## src/rtl/tdm_demux4_pkg.sv

```systemverilog
// tdm_demux4_pkg: shared types and frame constants for the TDM 4-channel
// demultiplexer and its slot decoder.
// Configuration macro: TDM_DEMUX4_PARITY_EN (adds a fifth even-parity slot).
package tdm_demux4_pkg;

  typedef enum logic {
    HUNT    = 1'b0,
    COLLECT = 1'b1
  } state_e;

  localparam int unsigned NUM_CH = 4;

`ifdef TDM_DEMUX4_PARITY_EN
  localparam int unsigned FRAME_LEN = 5;
  localparam int unsigned S_W       = 3;
`else
  localparam int unsigned FRAME_LEN = 4;
  localparam int unsigned S_W       = 2;
`endif

  // Slot index of the final beat of a frame (data slot 3, or the parity slot)
  localparam logic [S_W-1:0] LAST_SLOT = S_W'(FRAME_LEN - 1);
  // Highest slot index that carries channel data
  localparam logic [S_W-1:0] LAST_CH   = S_W'(NUM_CH - 1);

endpackage

```

## src/rtl/tdm_demux4_dec2to4_en.sv

```systemverilog
// dec2to4_en: 2-to-4 one-hot decoder with enable.
// Ports:
//   en  - enable; all outputs low when 0
//   a   - 2-bit select
//   y   - one-hot output, y[k]=1 when en and a==k
module dec2to4_en (
  input  logic       en,
  input  logic [1:0] a,
  output logic [0:3] y
);

  always_comb begin
    y = '0;
    if (en) begin
      y[a] = 1'b1;
    end
  end

endmodule

```

## src/rtl/tdm_demux4.sv

```systemverilog
// tdm_demux4: receives a time-division-multiplexed serial stream and
// redistributes each 4-slot frame into a registered parallel word.
// Configuration macro: TDM_DEMUX4_PARITY_EN (5-slot frame, slot 4 carries
// the XOR of channels 0..3; mismatching frames are dropped).
// Ports:
//   clk        - system clock, rising edge
//   rst_n      - asynchronous active-low reset
//   En         - block enable; when low all state holds
//   sync       - frame marker, with din_valid marks slot 0
//   din        - slot payload
//   din_valid  - din valid this cycle
//   S          - slot index the next valid beat is written to
//   Y          - one-hot decode of S while collecting (0 in parity slot)
//   W          - committed frame, channel k at bits k*DATA_W +: DATA_W
//   frame_done - one-cycle pulse when W updates
//   parity_err - one-cycle pulse on parity mismatch (0 without the feature)
module tdm_demux4
  import tdm_demux4_pkg::*;
#(
  parameter int unsigned DATA_W = 1
) (
  input  logic                     clk,
  input  logic                     rst_n,
  input  logic                     En,
  input  logic                     sync,
  input  logic [DATA_W-1:0]        din,
  input  logic                     din_valid,
  output logic [S_W-1:0]           S,
  output logic [0:NUM_CH-1]        Y,
  output logic [0:NUM_CH*DATA_W-1] W,
  output logic                     frame_done,
  output logic                     parity_err
);

  state_e                     state_q;
  logic [S_W-1:0]             s_q;
  logic [DATA_W-1:0]          shadow_q [NUM_CH];
  logic [0:NUM_CH*DATA_W-1]   w_q;
  logic                       done_q;
  logic                       perr_q;

  // Frame as it would be committed on this beat
  logic [0:NUM_CH*DATA_W-1]   w_d;

  logic                       beat;
  assign beat = En && din_valid;

`ifdef TDM_DEMUX4_PARITY_EN
  // Even parity over the buffered channels
  logic [DATA_W-1:0] par_d;

  always_comb begin
    par_d = '0;
    for (int unsigned k = 0; k < NUM_CH; k++) begin
      par_d = par_d ^ shadow_q[k];
    end
  end

  always_comb begin
    w_d = '0;
    for (int unsigned k = 0; k < NUM_CH; k++) begin
      w_d[k*DATA_W +: DATA_W] = shadow_q[k];
    end
  end
`else
  // Slot 3 is taken straight from din so the commit needs no extra cycle
  always_comb begin
    w_d = '0;
    for (int unsigned k = 0; k < NUM_CH - 1; k++) begin
      w_d[k*DATA_W +: DATA_W] = shadow_q[k];
    end
    w_d[(NUM_CH-1)*DATA_W +: DATA_W] = din;
  end
`endif

  always_ff @(posedge clk or negedge rst_n) begin
    if (!rst_n) begin
      state_q <= HUNT;
      s_q     <= '0;
      w_q     <= '0;
      done_q  <= 1'b0;
      perr_q  <= 1'b0;
      for (int unsigned k = 0; k < NUM_CH; k++) begin
        shadow_q[k] <= '0;
      end
    end else begin
      done_q <= 1'b0;
      perr_q <= 1'b0;
      if (beat) begin
        if (sync) begin
          // Frame start or resync: any partial frame is abandoned
          shadow_q[0] <= din;
          s_q         <= S_W'(1);
          state_q     <= COLLECT;
        end else if (state_q == COLLECT) begin
          if (s_q == LAST_SLOT) begin
            s_q <= '0;
`ifdef TDM_DEMUX4_PARITY_EN
            if (din == par_d) begin
              w_q    <= w_d;
              done_q <= 1'b1;
            end else begin
              perr_q <= 1'b1;
            end
`else
            shadow_q[NUM_CH-1] <= din;
            w_q                <= w_d;
            done_q             <= 1'b1;
`endif
          end else begin
            shadow_q[s_q[1:0]] <= din;
            s_q                <= s_q + S_W'(1);
          end
        end
      end
    end
  end

  dec2to4_en u_dec (
    .en (state_q == COLLECT && s_q <= LAST_CH),
    .a  (s_q[1:0]),
    .y  (Y)
  );

  assign S          = s_q;
  assign W          = w_q;
  assign frame_done = done_q;
  assign parity_err = perr_q;

endmodule

```

## config.mk

```make
export PLATFORM = sky130hd
export DESIGN_NAME = tdm_demux4
export DESIGN_NICKNAME = d
export VERILOG_FILES = /design/src/rtl/tdm_demux4_pkg.sv /design/src/rtl/tdm_demux4_dec2to4_en.sv /design/src/rtl/tdm_demux4.sv
export SDC_FILE = /design/constraint.sdc
export NUM_CORES = 1
export LEC_CHECK = 0
export BUFFER_PORTS_ARGS = -buffer_cell sky130_fd_sc_hd__clkbuf_2
export CORE_UTILIZATION = 40
export DETAILED_ROUTE_END_ITERATION = 8
export RECOVER_POWER = 100
export SKIP_CTS_REPAIR_TIMING = 1
export SYNTH_ARGS = -nofsm -noshare
export SYNTH_HDL_FRONTEND = slang
export SYNTH_SLANG_ARGS = --single-unit
```

## constraint.sdc

```tcl
create_clock -name clk -period 1.75 [get_ports clk]
set_clock_uncertainty 0.05 [all_clocks]
set_input_delay 0.0875 -clock clk [delete_from_list [all_inputs] [get_ports clk]]
set_output_delay 0.0875 -clock clk [all_outputs]
set_load 0.005 [all_outputs]
```

After elaboration in Yosys (flattened, before gate mapping) --
Index checks and enable logic that the tools add are counted.
Word-level totals: output and inout bits 12, flip-flop bits (word level) 12
Cells by class: mux-type cells 15, reduce and logical (&&, ||, !) cells 10, equality and inequality tests 2, order comparisons 3, bitwise gates (word level) 3, add/subtract/negate cells 1
Operators with widths (number):
- two-way mux 4 bit | 2
- AND reduction 4 bit | 2
- two-way mux 1 bit | 7
- two-way mux 2 bit | 3
- AND reduction 3 bit | 2
- bitwise mux 4 bit | 1
- AND reduction 2 bit | 2
- greater-or-equal comparator 3 bit, second input constant | 1
- logical AND 1 bit | 3
- < comparator 3 x 1 -> 1 bit, second input constant | 1
- two-way mux 3 bit | 1
- NOT 2 -> 3 bit | 1
- adder 2 x 1 -> 2 bit, second input constant | 1
- demux 1 bit (select 2 bit) | 1
- == test 2 bit, second input constant | 1
- less-or-equal comparator 2 bit, second input constant | 1
- != test 2 bit, second input constant | 1
- NOT 1 bit | 2
- nonzero test 2 bit | 1

Depth between registers and ports, before layout --
depth after elaboration 9, depth in mapped cells 5, mapped depth without buffers 5

Modules after synthesis --
Synthesis repeated with hierarchy kept, for this count alone.
Second synthesis, totals: cell total of the unflattened synthesis 53, area total of the unflattened synthesis 628.1 um2
By module, submodules not included:
- tdm_demux4 | sequential area each 275.3 um2, instances 1, area each 590.6 um2, cells an instance 49
- dec2to4_en | sequential area each 0.0 um2, instances 1, area each 37.5 um2, cells an instance 4

Worst setup path after synthesis --
OpenSTA, ideal clock, no wires.
path type register -> register, start reg s_q[0], in the netlist S[0], end reg shadow_q[3] (netlist bit), path buffers 0, stages on the path, launching flop included 5, arrival 1.467 ns, setup time 0.079 ns, data required time 1.621 ns, setup slack 0.154 ns, cell sequence dfrtp_1 -> ha_1 -> or4b_4 -> o211ai_2 -> mux2i_1
On the way: longest elaborated chain between the ends 9, elaborated cells between the ends (all ways) 13, classes of those cells 2 x order compare; 2 x eq/ne; 6 x mux; 1 x bitwise; 2 x reduce/logical
RTL lines:
- start: declaration | line tdm_demux4.sv:36 | logic [S_W-1:0] s_q;
- start signal: assignment | line tdm_demux4.sv:112 | s_q <= s_q + S_W'(1);
- NOT 2 -> 3 bit (not written as such) | line tdm_demux4.sv:111 | shadow_q[s_q[1:0]] <= din;
- greater-or-equal comparator 3 bit (not written as such) / < comparator 3 x 1 -> 1 bit (equally long branches) | line tdm_demux4.sv:111
- logical AND 1 bit (not written as such) | line tdm_demux4.sv:111
- two-way mux 1 bit (not written as such) | line tdm_demux4.sv:111
- demux 1 bit (select 2 bit) | line tdm_demux4.sv:111
- bitwise mux 4 bit | line tdm_demux4.sv:111
- two-way mux 3 bit | line tdm_demux4.sv:96 | if (s_q == LAST_SLOT) begin
- two-way mux 4 bit | line tdm_demux4.sv:95 | end else if (state_q == COLLECT) begin
- two-way mux 1 bit | line tdm_demux4.sv:90 | if (sync) begin
- end signal: indexed assignment | line tdm_demux4.sv:106 | shadow_q[NUM_CH-1] <= din;
- end signal: indexed assignment | line tdm_demux4.sv:111
- end: declaration | line tdm_demux4.sv:37 | logic [DATA_W-1:0] shadow_q [NUM_CH];
Several ways; a longest one is shown, not always the timed one. The select of a mux whose other input is x is not followed. A chain may end at the register's enable or synchronous reset.

Worst setup path after layout --
start reg s_q[1], in the netlist S[1], end reg shadow_q[3] (netlist bit)
The elaborated chain is that of the path after synthesis.

==> flow_summary.json <==
{
  "rsz0062_at_grt": "no",
  "cellPowerDensity_nw_per_um2": 1284,
  "grt-ovfl-total": 0,
  "timing.final.ws_setup_ns": 0.1211,
  "worst_pin_slew_ns": 0.5629,
  "gr-max-usage-layer": "met2",
  "min_period_ns": 1.629,
  "setup_viol": 0,
  "slew_headroom": 0.6248,
  "firstDrtPassIters": 2,
  "yosysWarnings": 0,
  "drtAntennaViolNets": 0,
  "power_leakage_nw": 0.3602,
  "syn_area_um2": 598.1,
  "cts_tree": "built",
  "arrival_ns": 1.77,
  "regArea_um2": 276.5,
  "place_ws_ns": 0.08732,
  "required_ns": 1.89,
  "synthCells": 51,
  "postSynthNetCount": 62,
  "drtIter0Drc": 5,
  "worstHoldStart": "din",
  "startpoint_type": "flop",
  "cts_buffers": 3,
  "critPathKind": "flop to flop",
  "drv_slew": 0,
  "period_share": 0.9308,
  "hold-path-endpoint": "W[3]",
  "timing.fmax_ghz": 0.6139,
  "placed_cell_area_um2": 684.4,
  "io-pin-count": 18,
  "min_path_type": "primary input to flop",
  "core_area_um2": 1350,
  "routed_wl_um": 1036,
  "setup_tns_ns": 0,
  "ys_seq_area_frac": 0.4603,
  "grt.met1_usage": 0.2049,
  "synth-seq-cells": 11,
  "nFillCells": 120,
  "critPathTopFamily": "simple AND/OR/NAND/NOR gates",
  "num_rows": 13,
  "grt_pass1_wl_um": 1538,
  "grtUsageMet3": 0.04891,
  "track_usage": 0.1532,
  "die_h_um": 40.67,
  "layout-drive-gt1-share": 0.3857,
  "max_stage_delay_ns": 0.53,
  "gp_congestion": 0.7858,
  "drv_cap": 0,
  "final_area_um2": 718.2,
  "cts_root_buffer": "clkbuf_4",
  "synth.avg_cell_area_um2": 11.73,
  "fp.dieArea_um2": 1654,
  "portBuffers": 16,
  "grt_antenna_before_repair": 0,
  "path_max_fanout": 6,
  "ys_types": 21,
  "vdd_drop_max_mv": 0.8041,
  "die_x_um": 40.67,
  "drcViolationCount": 0,
  "detail_route.wl_per_cell_um": 12.19,
  "diodes": 0,
  "final_net_count": 82,
  "grt_start_max_net_pins": 13,
  "route.vias.total": 421,
  "cts-htree-levels": 1,
  "worst-r2r-setup-slack_ns": 0.12,
  "r2r_cells": 4,
  "dp.final_hpwl_um": 796,
  "clk_pin_slew_ns": 0.08,
  "grt_util_met2": 0.2103,
  "r2r-end": "shadow_q[3]",
  "start_util": 0.4430,
  "crit_chain": "ha_2 -> or4b_1 -> o211ai_2 -> mux2i_1",
  "area_growth_pct": 20.08,
  "multi_input_area_um2": 296.5,
  "hold_ws_ns": 0.05188,
  "critPathBufInv": 0,
  "cts.sinks": 11,
  "grt_pass1_vias": 347,
  "hold_path_depth": 2,
  "viasPerCell": 4.953,
  "clk_latency_ns": 0.27,
  "r2r-start": "S[1]",
  "ctsLongestPathBuffers": 2,
  "hold_viol": 0,
  "end_kind": "flop",
  "outcome": "complete, no violations",
  "cp_slowest_cell": "or4b_1"
}
==> layer usage <==
layer | up-vias | wire (µm)
met5 | - | 0
met4 | 0 | 16
met3 | 2 | 57
met2 | 12 | 459
met1 | 195 | 502
li1 | 212 | -
==> final cells by class <==
| class | count | share of cell area |
|---|---|---|
| inverter | 4 | 0.02091 |
| timing repair buffer | 17 | 0.1167 |
| clock buffer | 3 | 0.03136 |
| multi-input combinational | 34 | 0.4129 |
| sequential | 11 | 0.3850 |
| tap | 15 | 0.02613 |
| clock inverter | 1 | 0.006969 |
==> cell usage after synthesis <==
cell type | number | area share
nand2_1 | 1 | 0.0063
a31oi_1 | 1 | 0.010
and3b_1 | 1 | 0.015
nand4b_1 | 2 | 0.029
ha_1 | 5 | 0.10
dfrtp_1 | 11 | 0.46
a21o_1 | 1 | 0.013
mux2_2 | 6 | 0.11
o22ai_1 | 1 | 0.010
mux2i_1 | 1 | 0.017
nor3b_1 | 2 | 0.025
and2_1 | 4 | 0.042
o211ai_2 | 1 | 0.021
or4b_4 | 1 | 0.023
inv_1 | 4 | 0.025
conb_1 | 1 | 0.0063
and2_2 | 1 | 0.013
buf_2 | 1 | 0.0084
nor2b_1 | 2 | 0.021
buf_4 | 1 | 0.013
o21ai_0 | 3 | 0.025
==> registers in the layout (all words and copies together), names as in the netlist <==
signal / count
shadow_q: 3
frame_done: 1
W: 4
state_q: 1
S: 2
==> where the power goes <==
part | switching [mW] | internal [mW] | leakage, nW
logic | 0.154 | 0.193 | 0.205
clock network | 0.0865 | 0.0846 | 0.0177
registers | 0.0642 | 0.339 | 0.137
total | 0.305 | 0.617 | 0.360
==> logic make-up after synthesis <==
group,Yosys count,synth area share
flops,11,0.4602
compound gates,7,0.07951
buf+inv,6,0.04601
mux,7,0.1297
simple gates,14,0.1736
fa+ha+maj,5,0.1046
other cells,1,0.006270
==> metrics by stage <==
stage | total power, mW | std cells | utilization
finish | 0.9220 | 85 | 0.5320
global route | 1.010 | 85 | 0.5320
CTS | 0.9433 | 84 | 0.5273
detailed placement | 0.7651 | 80 | 0.5070
global placement | 0.7578 | 80 | 0.5070
floorplan | 0.6174 | 51 | -
==> worst max-delay path by stage <==
stage	depth (start not counted)	end	slack, ns	from
2_1_floorplan	4	shadow_q[3]	0.15	S[0]
3_3_place_gp	5	shadow_q[3]	0.11	S[0]
3_5_place_dp	5	shadow_q[3]	0.09	S[0]
4_1_cts	5	shadow_q[3]	0.06	S[0]
5_1_grt	5	shadow_q[3]	0.03	S[0]
6_report	4	shadow_q[3]	0.12	S[1]
==> cells in the final DEF, fill, tap and decap left out, types with 2 or more instances in the layout <==
cell,synthesis,final
ha_1,5,3
nand4b_1,2,2
nor2b_1,2,2
clkbuf_2,0,11
and2_1,4,4
clkbuf_4,0,3
o21ai_0,3,3
dfrtp_1,11,10
inv_1,4,3
clkbuf_1,0,5
nor3b_1,2,2
ha_2,0,2
mux2_2,6,6
Power figures use the tool's default switching activity.
